<file path="src/rtl/shift_req_arbiter.sv">
// shift_req_arbiter: round-robin share of one registered barrel shifter, tagged results via a 2-entry response FIFO.
// Optional SHIFT_ARB_PRIO_EN: requester 0 gets strict priority over the round-robin pool.
module shift_req_arbiter #(
  parameter int BUSWIDTH   = 32,
  parameter int SHIFTWIDTH = 5,
  parameter int NREQ       = 4,
  parameter int IDW        = $clog2(NREQ)
) (
  input  logic                       clk,
  input  logic                       rst_n,
  input  logic [NREQ-1:0]            req_valid,
  output logic [NREQ-1:0]            req_ready,
  input  logic [NREQ*BUSWIDTH-1:0]   req_data,
  input  logic [NREQ-1:0]            req_rotation,
  input  logic [NREQ-1:0]            req_direction,
  input  logic [NREQ*SHIFTWIDTH-1:0] req_shift,
  output logic [BUSWIDTH-1:0]        sh_data_in,
  output logic                       sh_rotation,
  output logic                       sh_direction,
  output logic [SHIFTWIDTH-1:0]      sh_shift_val,
  input  logic [BUSWIDTH-1:0]        sh_data_out,
  output logic                       rsp_valid,
  input  logic                       rsp_ready,
  output logic [BUSWIDTH-1:0]        rsp_data,
  output logic [IDW-1:0]             rsp_id,
  output logic                       busy
);
  localparam logic [IDW:0] NQ = (IDW+1)'(NREQ);
  logic [1:0]          credits, fifo_count;
  logic [IDW-1:0]      rr_ptr, gnt_id, inflight_id, id1;
  logic [BUSWIDTH-1:0] data1;
  logic                inflight_v, issue_ok, issue, pop, rr_upd;
  logic [NREQ-1:0]     rot;
  logic [IDW:0]        off, sum;
  assign rsp_valid = fifo_count != 2'd0;
  assign pop       = rsp_valid & rsp_ready;
  assign issue_ok  = (credits != 2'd0) | pop;
  assign issue     = issue_ok & |req_valid;
  assign busy      = inflight_v | rsp_valid;
  // rotate valids so bit 0 is the requester just after rr_ptr, then take the lowest set bit
  always_comb begin
    rot = NREQ'({req_valid, req_valid} >> ({1'b0, rr_ptr} + 1'b1));
    off = '0;
    for (int i = NREQ-1; i >= 0; i--)
      if (rot[i]) off = (IDW+1)'(i);
    sum    = {1'b0, rr_ptr} + 1'b1 + off;
    gnt_id = IDW'(sum >= NQ ? sum - NQ : sum);
    rr_upd = issue;
`ifdef SHIFT_ARB_PRIO_EN
    if (req_valid[0]) begin
      gnt_id = '0;
      rr_upd = 1'b0;
    end
`endif
    req_ready = '0;
    if (issue) req_ready[gnt_id] = 1'b1;
  end
  assign sh_data_in   = issue ? req_data[int'(gnt_id)*BUSWIDTH +: BUSWIDTH] : '0;
  assign sh_shift_val = issue ? req_shift[int'(gnt_id)*SHIFTWIDTH +: SHIFTWIDTH] : '0;
  assign sh_rotation  = issue & req_rotation[gnt_id];
  assign sh_direction = issue & req_direction[gnt_id];
  // credits reserve a FIFO slot at issue time, so a push never finds the FIFO full
  always_ff @(posedge clk or negedge rst_n)
    if (!rst_n) begin
      credits     <= 2'd2;
      rr_ptr      <= IDW'(NREQ-1);
      inflight_v  <= 1'b0;
      inflight_id <= '0;
      fifo_count  <= 2'd0;
      rsp_data    <= '0;
      rsp_id      <= '0;
      data1       <= '0;
      id1         <= '0;
    end else begin
      credits    <= credits - {1'b0, issue} + {1'b0, pop};
      inflight_v <= issue;
      if (issue) inflight_id <= gnt_id;
      if (rr_upd) rr_ptr <= gnt_id;
      fifo_count <= fifo_count + {1'b0, inflight_v} - {1'b0, pop};
      if (pop || (inflight_v && fifo_count == 2'd0)) begin
        rsp_data <= (fifo_count == 2'd2) ? data1 : sh_data_out;
        rsp_id   <= (fifo_count == 2'd2) ? id1 : inflight_id;
      end
      if (inflight_v && fifo_count == (pop ? 2'd2 : 2'd1)) begin
        data1 <= sh_data_out;
        id1   <= inflight_id;
      end
    end
endmodule

</file>
<file path="config.mk">
export PLATFORM = sky130hd
export DESIGN_NAME = shift_req_arbiter
export DESIGN_NICKNAME = d
export VERILOG_FILES = /design/src/rtl/shift_req_arbiter.sv
export SDC_FILE = /design/constraint.sdc
export NUM_CORES = 1
export LEC_CHECK = 0
export CAP_MARGIN = 10
export CELL_PAD_IN_SITES_DETAIL_PLACEMENT = 0
export CELL_PAD_IN_SITES_GLOBAL_PLACEMENT = 1
export CORE_MARGIN = 4
export CORE_UTILIZATION = 29
export CTS_CLUSTER_SIZE = 20
export DETAILED_ROUTE_END_ITERATION = 10
export HOLD_SLACK_MARGIN = 0.06
export PLACE_DENSITY = 0.91
export SLEW_MARGIN = 20
export SYNTH_ARGS = -nofsm -noshare
export SYNTH_HDL_FRONTEND = slang
export SYNTH_SLANG_ARGS = --single-unit
</file>
<file path="constraint.sdc">
create_clock -name clk -period 4.2 [get_ports clk]
set_clock_uncertainty 0.15 [all_clocks]
set_input_delay 0.42 -clock clk [delete_from_list [all_inputs] [get_ports clk]]
set_output_delay 0.42 -clock clk [all_outputs]
set_load 0.02 [all_outputs]
</file>
; ---- Yosys cells after proc, flatten, opt, wreduce, memory -nomap -nowiden
; Index checks and enable logic that the tools add are counted.
[classes]
add_sub_neg = 7
shift = 3
magnitude_cmp = 3
n_mux = 17
bitwise = 6
n_mul = 1
n_eq_ne = 2
reduce_logical = 8
[ops]
columns = op, count
row1 = 128-bit by 8-bit indexed part select with 32-bit output, 1
row2 = 32-bit two-way mux, 2
row3 = 20-bit by 6-bit indexed part select with 5-bit output, 1
row4 = 3-bit two-way mux, 3
row5 = 2-bit two-way mux, 4
row6 = 8-bit by 3-bit right shift with 4-bit output, 1
row7 = 2-bit by 3-bit multiplier with 5-bit output (second input constant), 1
row8 = 5-bit two-way mux, 1
row9 = 2-bit by 1-bit adder with 2-bit output, 2
row10 = 1-bit AND, 4
row11 = 1-bit binary-select mux with 2-bit select, 2
row12 = 4-bit two-way mux, 1
row13 = 2-bit nonzero test, 2
row14 = 4-bit OR reduction, 1
row15 = 2-bit by 1-bit subtractor with 2-bit output, 2
row16 = 2-bit by 1-bit adder with 3-bit output (second input constant), 1
row17 = 3-bit adder, 1
row18 = 3-bit greater-or-equal comparator (second input constant), 1
row19 = 1-bit logical AND, 3
row20 = 2-bit by 3-bit < comparator with 1-bit output (second input constant), 1
row21 = 1-bit two-way mux, 3
row22 = 1-bit demux with 2-bit select, 1
row23 = 2-bit equality test, 1
row24 = 2-bit equality test (second input constant), 1
row25 = other kinds (5), 6
[word_totals]
input_bits = 195
ff_bits = 77

; ---- Longest topological paths before layout
; Gate-level depths: netlist (run 1).
[depth]
word_depth = 14
depth_mapped = 12
mapped_depth_nobuf = 10

; ---- Worst setup path before layout (run 1)
; Ideal clock, no wire load.
[synth_path]
kind = register -> output
startpoint = register rr_ptr[1]
endpoint = output sh_data_in[10]
path_stages_with_launch = 13
t_arrival_ps = 2796
slack_ps = 834
path_cell_list = dfstp_2 > buf_4 > inv_1 > a21boi_0 > a21oi_1 > o21ai_0 > o21ai_0 > ha_1 > clkbuf_1 > clkbuf_1 > mux2i_1 > nor2_1 > mux2_1
[synth_between]
elab_chain_len = 11
elab_cells_between_ends = 12
[synth_rtl]
columns = item, line
row1 = from (decl), 30  ; logic [IDW-1:0] rr_ptr, gnt_id, inflight_id, id1;
row2 = from (signal assigned), 66  ; rr_ptr <= IDW'(NREQ-1);
row3 = from (signal assigned), 78  ; if (rr_upd) rr_ptr <= gnt_id;
row4 = 2-bit by 1-bit adder with 3-bit output (*), "42, 46"
row5 = 8-bit by 3-bit right shift with 4-bit output, 42  ; rot = NREQ'({req_valid, req_valid} >> ({1'b0, rr_ptr} + 1'b1));
row6 = 2-bit two-way mux, 45  ; if (rot[i]) off = (IDW+1)'(i);
row7 = 3-bit two-way mux (3 in series), 45
row8 = 3-bit adder (*), 46  ; sum = {1'b0, rr_ptr} + 1'b1 + off;
row9 = 3-bit greater-or-equal comparator / 2-bit by 1-bit subtractor with 2-bit output (equally long branches), 47  ; gnt_id = IDW'(sum >= NQ ? sum - NQ : sum);
row10 = 2-bit two-way mux (*), 47
row11 = 128-bit by 8-bit indexed part select with 32-bit output (*), 58  ; assign sh_data_in = issue ? req_data[int'(gnt_id)*BUSWIDTH +: BUSWIDTH] : '0;
row12 = 32-bit two-way mux (*), 58
row13 = to (decl), 17  ; output logic [BUSWIDTH-1:0] sh_data_in,
; Every way passes the cells marked *; elsewhere a longest branch is shown, timed or not.

; ---- Final worst setup path (run 1)
[layout_path]
startpoint = input req_valid[2]
endpoint = output sh_data_in[30]
[layout_between]
elab_chain_len = 10
elab_cells_between_ends = 13
[layout_rtl]
columns = item, line
row1 = from (decl), 11  ; input logic [NREQ-1:0] req_valid,
row2 = 8-bit by 3-bit right shift with 4-bit output, 42
row3 = 2-bit two-way mux, 45
row4 = 3-bit two-way mux (3 in series), 45
row5 = 3-bit adder, 46
row6 = 3-bit greater-or-equal comparator / 2-bit by 1-bit subtractor with 2-bit output (equally long branches), 47
row7 = 2-bit two-way mux, 47
row8 = 128-bit by 8-bit indexed part select with 32-bit output, 58
row9 = 32-bit two-way mux (*), 58
; Marked as above.

==> results by group, run 1 <==
STA
  – Slew @ Worst Pin: around 0.96 ns
  – Setup TNS: 0 ns
  – Max Freq: 0.253 GHz
  – RSZ-0062 raised after global routing: false
  – Period utilisation layout: 0.942
  – Setup Viol. Count Final: 0
  – Fin. Hold Viols: 0
  – Min Tclk post-route: about 4 ns
  – Rel. slew slack: 0.363
  – Worst hold margin: 0.0957 ns
  – Pins Over Slew Limit: 0

Yosys
  – Cell accounting for the most synthesized area: dfrtp_1
  – Most numerous cell in the Yosys netlist: mux2i_1
  – Synth top cells by count: 113 x mux2i_1, 81 x nor2_1, 74 x dfrtp_1
  – Post-synth EDFFs: 0
  – Synthesized area per cell: roughly 10 um2
  – Top FF cell, synth: dfrtp_1
  – Asr flop ratio synth: 1.00
  – Synth top area share: 0.359
  – Unique masters post-synth: 39
  – #FFs+latches synth: 77
  – Synth Warn #: 0
  – Register area share after synthesis: 0.374
  – Mapped Area: 0.00516 mm2
  – Largest cells by area after synthesis: dfrtp_1 36%, mux2i_1 22%, mux2_2 12%
  – Mapped Cells: approximately 520
  – Synthesized Nets: roughly 700

Final layout
  – Area grow syn2layout: 66.9%
  – Antenna Cells: 0
  – Share of cells above drive strength 1: 0.138
  – Non-filler cells, final: 1017
  – NumNets Final: just under 1k

CTS
  – Reg clk slew, reported paths: approximately 0.06 ns
  – CTS tree: yes
  – Hold_buf cts: 0
  – Max Root-Sink Buffers: 2
  – Clock sink total: 77
  – Root Driver: clkbuf_16
  – CTS H-tree lvls: 3
  – CTS buffer count: 9
  – Worst skew pair latency: between 0.3 and 0.4 ns

GRT
  – Gr ovfl total: 0
  – Total track usage: 0.161
  – Global-route wire length before repair: about 26 mm
  – Largest net degree at the start of global routing: between 70 and 80
  – Vias in the first global route: about 5k
  – Antenna violations before repair: 0

Floorplan
  – Initial Util: 0.298
  – Chip height: between 100 and 150 um
  – Row count: 48
  – Die W: approximately 140 um
  – IO Count: between 200 and 300
  – Core area: approximately 0.017 mm2
  – Die Footprint: around 0.020 mm2

Critical path
  – CP startpoint kind: primary input
  – Crit path max fanout: 17
  – Worst Path Arrival: 3.39 ns
  – FF-to-FF setup slack: 1.51 ns
  – Kind of critical path: in2out
  – R2R Path End: credits[1]
  – CP endpoint kind: primary output
  – R2R depth: 10
  – Worst Path Required: about 3.6 ns
  – Worst R2R Start: fifo_count[0]

Routing
  – Antenna Nets Post-Route: 0
  – Routed via count: roughly 4.7k
  – Drt total wl: 16.6 mm
  – Total iterations of the first detailed-routing run: 4
  – Remaining routing DRC violations: 0
  – Routed wire per std cell: 16.3 um
  – Vias/cell: between 4 and 5
  – First DRT Iteration DRCs: roughly 120

Power
  – Worst vdd ir: 932 uV
  – PwrDens: 995 mW/mm2
  – Leakage power: 3.72 nW

Place
  – # port buffers: around 270
  – Inst Count DP: around 1000
  – DP HPWL: 13.4 mm
  – Final Wtd Congestion: about 0.84

Run
  – Max-Cap Viols: 0

Min path
  – HP Class: in2async

Outcome
  – Outcome: complete, no violations
routing by layer:
metal  GRT usage  up-vias  wire length [um]
li1            -     2333                 -
met1       0.173     2163              6150
met2       0.291      185              8390
met3      0.0556       33              1480
met4      0.0621        0               560
met5           0        -                 0
worst max-delay path, cell delays in order:
cell             delay, ns
clkdlybuf4s50_1       0.54
a21boi_0              0.21
a21oi_1               0.05
o21ai_0               0.13
o21ai_0               0.09
buf_4                 0.16
ha_4                  0.16
xnor2_2               0.16
xnor2_4               0.34
buf_12                0.20
mux2_2                0.34
clkdlybuf4s50_1       0.58
sequential cells by signal, indices dropped and copies added, names as in the netlist:
name         flops
credits          2
data1           32
fifo_count       2
id1              2
inflight_id      2
inflight_v       1
rr_ptr           2
rsp_data        32
rsp_id           2
how the worst max path moves through the flow:
stage / slack [ns] / endpoint / cells past startpoint / from
3_3_place_gp: 0.17 / sh_data_in[15] / 12 / req_valid[2]
4_1_cts: 0.02 / sh_data_in[30] / 12 / rr_ptr[1]
5_1_grt: 0.05 / sh_data_in[15] / 12 / req_valid[3]
3_5_place_dp: 0.18 / sh_data_in[30] / 12 / req_valid[3]
2_1_floorplan: 0.83 / sh_data_in[10] / 12 / rr_ptr[1]
6_report: 0.24 / sh_data_in[30] / 12 / req_valid[2]
layout by cell type (no fill, tap or decap), drive strengths merged, types with 2 or more instances in the layout:
cell type / netlist / routed
nor3b: 4 / 4
nand2: 41 / 41
nand3: 2 / 2
ha: 6 / 6
nor3: 2 / 2
dfrtp: 74 / 74
mux2: 73 / 73
clkinv: 0 / 2
xnor2: 6 / 6
inv: 9 / 9
nor2: 81 / 81
bufinv: 0 / 4
dfstp: 3 / 3
clkdlybuf4s50: 0 / 271
nor2b: 4 / 4
and3b: 2 / 2
a21oi: 3 / 3
buf: 23 / 25
mux2i: 113 / 113
a21boi: 2 / 2
o21ai: 43 / 43
clkbuf: 14 / 10
area by class of cell:
cell class              count  area (um2)
clock buffers              10         239
fillers                  1629        8740
repair buffers            297        2960
inverters                   9        33.8
multi-input cells         393        3030
flip-flops and latches     77        1930
well taps                 225         282
clock inverters             6         134
through the flow:
step	setup WS [ns]	utilization	area, um2	total power [W]
after CTS	0.0249	0.493	8560	0.00861
final	0.243	0.496	8620	0.00858
after global placement	0.166	0.472	8190	0.00756
after global routing	0.0474	0.496	8620	0.00915
after floorplan	0.834	-	5160	0.00526
after detailed placement	0.179	0.472	8190	0.00762
cells by family (layout without fill, tap and decap cells):
kind of cell	Yosys count	count (layout)	synth area share
mux	186	186	0.378
simple gates	142	142	0.115
flops	77	77	0.374
compound gates	53	53	0.0582
buf+inv	46	322	0.0460
fa+ha+maj	6	6	0.0145
xor+xnor	6	6	0.0138
power by group:
group	switching [W]	total [W]	leakage [nW]	internal (W)
Combinational	0.00306	0.00627	2.62	0.00321
Clock	0.000298	0.000954	0.183	0.000656
Sequential	0.000210	0.00135	0.918	0.00114
Total	0.00356	0.00858	3.72	0.00501
repair_timing:
item	in CTS	in global routing
setup buffers	0	5
setup endpoints to repair	0	38
gates resized for setup	0	3
(Power assumes the default switching activity.)
==> inputs of run 2 (changes only) <==
PLACE_DENSITY = not set   (was 0.91)
PLACE_DENSITY_LB_ADDON = 0.12   (was not set)
==> results by group, run 2 (synthesis results as in run 1) <==
GRT
  – Vias in the first global route: 4968 (+0.55%)
  – Gr ovfl total: 0 (unchanged)
  – Largest net degree at the start of global routing: 78 (unchanged)
  – Antenna violations before repair: 1 (+1)
  – Total track usage: 0.169 (+0.00729)
  – Global-route wire length before repair: 26.4 mm (+3.0%)

Critical path
  – FF-to-FF setup slack: 1.39 ns (-0.12 ns)
  – Worst R2R Start: fifo_count[0]
  – R2R Path End: credits[1]
  – Kind of critical path: reg2out
  – R2R depth: 10 (unchanged)
  – Crit path max fanout: 21 (+4)
  – CP startpoint kind: flop
  – Worst Path Arrival: 3.38 ns (about the same)
  – Worst Path Required: 3.63 ns (about the same)
  – CP endpoint kind: primary output

STA
  – Slack of the critical path: 0.246 ns (+0.00306 ns)
  – Setup TNS: 0 ns (unchanged)
  – Worst hold margin: 0.0833 ns (-0.0124 ns)
  – Period utilisation layout: 0.941 (about the same)
  – Setup Viol. Count Final: 0 (unchanged)
  – Rel. slew slack: 0.357 (-0.00549)
  – Min Tclk post-route: 3.95 ns (-0.00306 ns)
  – Slew @ Worst Pin: 0.964 ns (+0.00823 ns)
  – Pins Over Slew Limit: 0 (unchanged)
  – RSZ-0062 raised after global routing: false
  – Max Freq: 0.253 GHz (about the same)
  – Fin. Hold Viols: 0 (unchanged)

Place
  – Final Wtd Congestion: 0.858 (+1.7%)
  – Inst Count DP: 994 (-0.20%)
  – Pre-CTS setup slack: 0.152 ns (-0.0264 ns)
  – DP HPWL: 14.2 mm (+6.4%)
  – # port buffers: 273 (unchanged)

Floorplan
  – Core area: 0.0174 mm2 (unchanged)
  – Die Footprint: 0.0200 mm2 (unchanged)
  – Initial Util: 0.298 (unchanged)
  – Row count: 48 (unchanged)
  – IO Count: 274 (unchanged)
  – Die W: 141 um (unchanged)
  – Chip height: 141 um (unchanged)

Final layout
  – FF/Latch Area: 0.00193 mm2 (unchanged)
  – Share of cells above drive strength 1: 0.134 (-0.00379)
  – Filler cells: 1544 (-5.2%)
  – Largest regs: data1 x32, rsp_data x32
  – Area grow syn2layout: 66.6%
  – Commonest non-fill, non-tap cell in the layout: clkdlybuf4s50_1
  – Non-filler cells, final: 1018 (+0.098%)
  – Most frequent cells in the layout: 272 x clkdlybuf4s50_1, 113 x mux2i_1, 81 x nor2_1
  – Footprint of the multi-input gates: 0.00302 mm2 (-0.33%)
  – NumNets Final: 988 (unchanged)

Routing
  – Routed wire per std cell: 17.2 um (+5.8%)
  – Routed via count: 4751 (+0.78%)
  – First DRT Iteration DRCs: 126 (+9.6%)
  – Antenna Nets Post-Route: 0 (unchanged)
  – Remaining routing DRC violations: 0 (unchanged)
  – Drt total wl: 17.6 mm (+5.9%)
  – Vias/cell: 4.67 (+0.69%)
  – Total iterations of the first detailed-routing run: 4 (unchanged)

CTS
  – Reg clk slew, reported paths: 0.06 ns (about the same)
  – Worst skew pair latency: 0.33 ns (about the same)
  – Clock sink total: 77 (unchanged)
  – Root Driver: clkbuf_16
  – Max Root-Sink Buffers: 2 (unchanged)
  – CTS tree: yes
  – Hold_buf cts: 0 (unchanged)
  – CTS buffer count: 9 (unchanged)
  – CTS H-tree lvls: 3 (unchanged)

Run
  – Max-Cap Viols: 0 (unchanged)

Min path
  – HP Class: in2async

Power
  – Leakage power: 3.69 nW (-0.65%)
  – Total power: 0.00857 W (about the same)
  – Worst vdd ir: 936 uV (+0.45%)
  – PwrDens: 996 mW/mm2 (about the same)

Outcome
  – Outcome: complete, no violations
## run 2: cell types whose count changed in the layout (fill, tap and decap cells not counted), moves of 2 or more
cell and delta:
buf_4 -4, buf_12 +3, bufinv_16 -2, clkbuf_1 +2
## run 2: critical path: stages, from the launching register on
cell and delay (ns):
dfstp_2 0.58, inv_1 0.10, a21boi_0 0.18, a21oi_1 0.05, o21ai_0 0.14, o21ai_0 0.18, ha_4 0.23, xnor2_2 0.17
xnor2_4 0.29, buf_12 0.21, mux2_2 0.34, clkdlybuf4s50_1 0.55
## run 2: cell type report
cell class,instances,area share
Sequential cell,77,0.224
Antenna cell,1,0.000291
Clock inverter,3,0.00785
Clock buffer,13,0.0303
Tap cell,225,0.0327
Multi-Input combinational cell,393,0.352
Inverter,9,0.00393
Timing Repair Buffer,297,0.349
## run 2: worst max-delay path by stage
stage,from,endpoint,slack (ns),depth (start not counted)
after floorplan,rr_ptr[1],sh_data_in[10],0.83,12
after global placement,req_valid[3],sh_data_in[8],0.16,11
after detailed placement,req_valid[2],sh_data_in[8],0.15,11
after CTS,rr_ptr[1],sh_data_in[8],0.002,11
after global routing,rr_ptr[1],sh_data_in[16],0.04,11
final,rr_ptr[1],sh_data_in[28],0.25,11
## run 2: where the power goes
| group | internal, W | switching [W] | total (W) |
|---|---|---|---|
| combinational | 0.00328 | 0.00308 | 0.00636 |
| sequential | 0.00114 | 0.000225 | 0.00137 |
| clock | 0.000553 | 0.000285 | 0.000838 |
| total | 0.00498 | 0.00359 | 0.00857 |
## run 2: metal layers
layer  vias to the layer above  track usage  part of all wire
li1                       2332            -                 -
met1                      2225        0.163              0.35
met2                       172        0.328              0.54
met3                        22       0.0553             0.082
met4                         0       0.0631             0.025
met5                         -            0                 0
## run 2: what timing repair did
item / CTS / global route
setup endpoints to repair: 35 / 41
pin swaps: 1 / 2
resized for setup: 0 / 1
setup buffers: 3 / 3
## run 2: per-stage QoR
| step | instance area [um2] | util |
|---|---|---|
| after CTS | 8560 | 0.493 |
| final | 8600 | 0.496 |
| after global routing | 8600 | 0.496 |
| after detailed placement | 8210 | 0.473 |
| after floorplan | 5160 | - |
| after global placement | 8210 | 0.473 |
==> inputs of run 3 (changes only) <==
CORE_ASPECT_RATIO = 1.5   (was not set)
SETUP_SLACK_MARGIN = 0.1   (was not set)
==> results by group, run 3 (synthesis results as in run 1) <==
Routing
  – Vias/cell: 4.71 (+0.92%)
  – First DRT Iteration DRCs: 209 (+66%)
  – Antenna Nets Post-Route: 0 (unchanged)
  – Metal3 WL: 1.69 mm (+17%)
  – Drt total wl: 18.0 mm (+2.3%)
  – Routed via count: 4691 (-1.3%)
  – Routed wire per std cell: 18.0 um (+4.6%)
  – Total iterations of the first detailed-routing run: 4 (unchanged)
  – DR WL met2: 8.95 mm (-6.4%)
  – Wl on met1: 6.93 mm (+13%)
  – Remaining routing DRC violations: 0 (unchanged)
  – Highest routed layer: met5

STA
  – Pins Over Slew Limit: 0 (unchanged)
  – Max Freq: 0.255 GHz (+0.97%)
  – Slew @ Worst Pin: 0.991 ns (+0.0276 ns)
  – Rel. slew slack: 0.339 (-0.0184)
  – RSZ-0062 raised after global routing: false
  – Min Tclk post-route: 3.92 ns (-0.0381 ns)
  – Slack of the critical path: 0.284 ns (+0.0381 ns)
  – Period utilisation layout: 0.932 (-0.00906)
  – Setup TNS: 0 ns (unchanged)
  – Setup Viol. Count Final: 0 (unchanged)
  – Fin. Hold Viols: 0 (unchanged)

Critical path
  – Slowest stage cell, crit path: clkdlybuf4s50_1
  – Largest stage delay, worst path: 0.56 ns (-0.02 ns)
  – CP startpoint kind: primary input
  – CP cell instances: clkdlybuf4s50_1 -> a21boi_0 -> a21oi_1 -> o21ai_0 -> o21ai_1 -> ha_4 -> bufbuf_16 -> mux2i_1 -> nor2_1 -> mux2_2 -> clkdlybuf4s50_1
  – Worst Path Required: 3.63 ns (about the same)
  – Crit-path most repeated cell: clkdlybuf4s50_1
  – CP endpoint kind: primary output
  – Worst Path Arrival: 3.35 ns (-0.03 ns)
  – Crit path max fanout: 13 (-38%)
  – Kind of critical path: in2out

Place
  – # port buffers: 273 (unchanged)
  – Placed cell areas: 0.00809 mm2 (-1.4%)
  – Inst Count DP: 974 (-2.0%)
  – DP HPWL: 14.2 mm (about the same)
  – Pre-CTS setup slack: 0.0751 ns (-0.0770 ns)
  – Final Wtd Congestion: 0.824 (-3.9%)

Floorplan
  – Core area: 0.0174 mm2 (+0.38%)
  – Chip height: 171 um (+21%)
  – Initial Util: 0.296 (-0.00111)
  – Die W: 117 um (-17%)
  – Die Footprint: 0.0200 mm2 (+0.22%)
  – IO Count: 274 (unchanged)
  – Row count: 59 (+23%)

Final layout
  – Non-filler cells, final: 996 (-2.2%)
  – Most frequent cells in the layout: 249 x clkdlybuf4s50_1, 113 x mux2i_1, 81 x nor2_1
  – Design area: 0.00846 mm2 (-1.6%)
  – Share of cells above drive strength 1: 0.133 (-0.000676)
  – Filler cells: 1653 (+7.1%)
  – FF/Latch Area: 0.00193 mm2 (unchanged)
  – Area grow syn2layout: 63.9%
  – Largest regs: data1 x32, rsp_data x32
  – Commonest non-fill, non-tap cell in the layout: clkdlybuf4s50_1
  – Footprint of the multi-input gates: 0.00304 mm2 (+0.37%)
  – NumNets Final: 978 (-1.0%)

CTS
  – CTS H-tree lvls: 3 (unchanged)
  – CTS buffer count: 9 (unchanged)
  – Hold_buf cts: 0 (unchanged)
  – Max Root-Sink Buffers: 2 (unchanged)
  – Worst skew pair latency: 0.33 ns (about the same)
  – Reg clk slew, reported paths: 0.05 ns (about the same)
  – CTS tree: yes
  – Root Driver: clkbuf_16
  – Clock sink total: 77 (unchanged)

GRT
  – Vias in the first global route: 4967 (-0.020%)
  – Gr ovfl total: 0 (unchanged)
  – Largest net degree at the start of global routing: 88 (+13%)
  – Global-route wire length before repair: 26.9 mm (+2.2%)
  – Antenna violations before repair: 3 (+2)
  – Total track usage: 0.175 (+0.00598)

Power
  – Worst vdd ir: 978 uV (+4.4%)
  – Leakage power: 3.72 nW (+0.73%)
  – Total power: 0.00838 W (-2.2%)
  – PwrDens: 990 mW/mm2 (-0.63%)

Run
  – Max-Cap Viols: 0 (unchanged)

Outcome
  – Outcome: complete, no violations

Min path
  – HP Class: in2async
## run 3: changes by cell type in the layout (fill, tap and decap cells not counted), sizes merged
cell           change
clkinvlp           -1
bufbuf             +1
bufinv             -1
diode              +1
dlymetal6s2s       +4
dlygate4sd2       +11
clkbuf             +1
clkdlybuf4s50     -23
buf                -3
## run 3: critical path: cells and delay by family
| family | cells | cell delay [ns] |
|---|---|---|
| compound gates | 4 | 0.57 |
| fa+ha+maj | 1 | 0.39 |
| buf+inv | 3 | 1.43 |
| mux | 2 | 0.46 |
| simple gates | 1 | 0.05 |
## run 3: repair_timing
action | 4_1_cts | 5_1_grt
setup endpoints to repair | 32 | 21
gates resized for setup | 13 | 5
setup buffers | 2 | 2
pin swaps | 1 | 1
cloned | 1 | 0
## run 3: where the power goes
group	switching, W	internal, W
registers	0.000213	0.00114
logic	0.00316	0.00309
clock network	0.000278	0.000490
## run 3: worst paths after layout
kind                                from        endpoint  slack, ns  depth (start not counted)
setup / recovery            req_valid[1]  sh_data_in[21]       0.28                         11
hold / removal                     rst_n       data1[23]       0.09                          1
setup reg to reg           fifo_count[0]      credits[1]       1.39                         11
hold reg to reg              rsp_data[3]     rsp_data[3]       0.32                          2
max in group asynchronous          rst_n        data1[2]       3.15                          1
min in group clk             rsp_data[3]     rsp_data[3]       0.32                          2
## run 3: metrics by stage
step | hold WS [ns] | utilization
6_report | 0.0933 | 0.486
5_1_grt | 0.185 | 0.486
2_1_floorplan | -0.0256 | -
3_3_place_gp | 0.312 | 0.464
4_1_cts | 0.138 | 0.484
3_5_place_dp | 0.321 | 0.464
## run 3: routing by layer
metal	vias to the layer above	track usage
met5	-	0
met4	2	0.0574
met3	20	0.0630
met2	213	0.301
met1	2141	0.198
li1	2315	-
## run 3: final cells by class
class	count	share of cell area
multi-input combinational	393	0.359
timing repair buffer	287	0.342
sequential	77	0.228
tap	213	0.0315
clock buffer	14	0.0312
inverter	9	0.00399
clock inverter	1	0.00355
antenna	2	0.000591
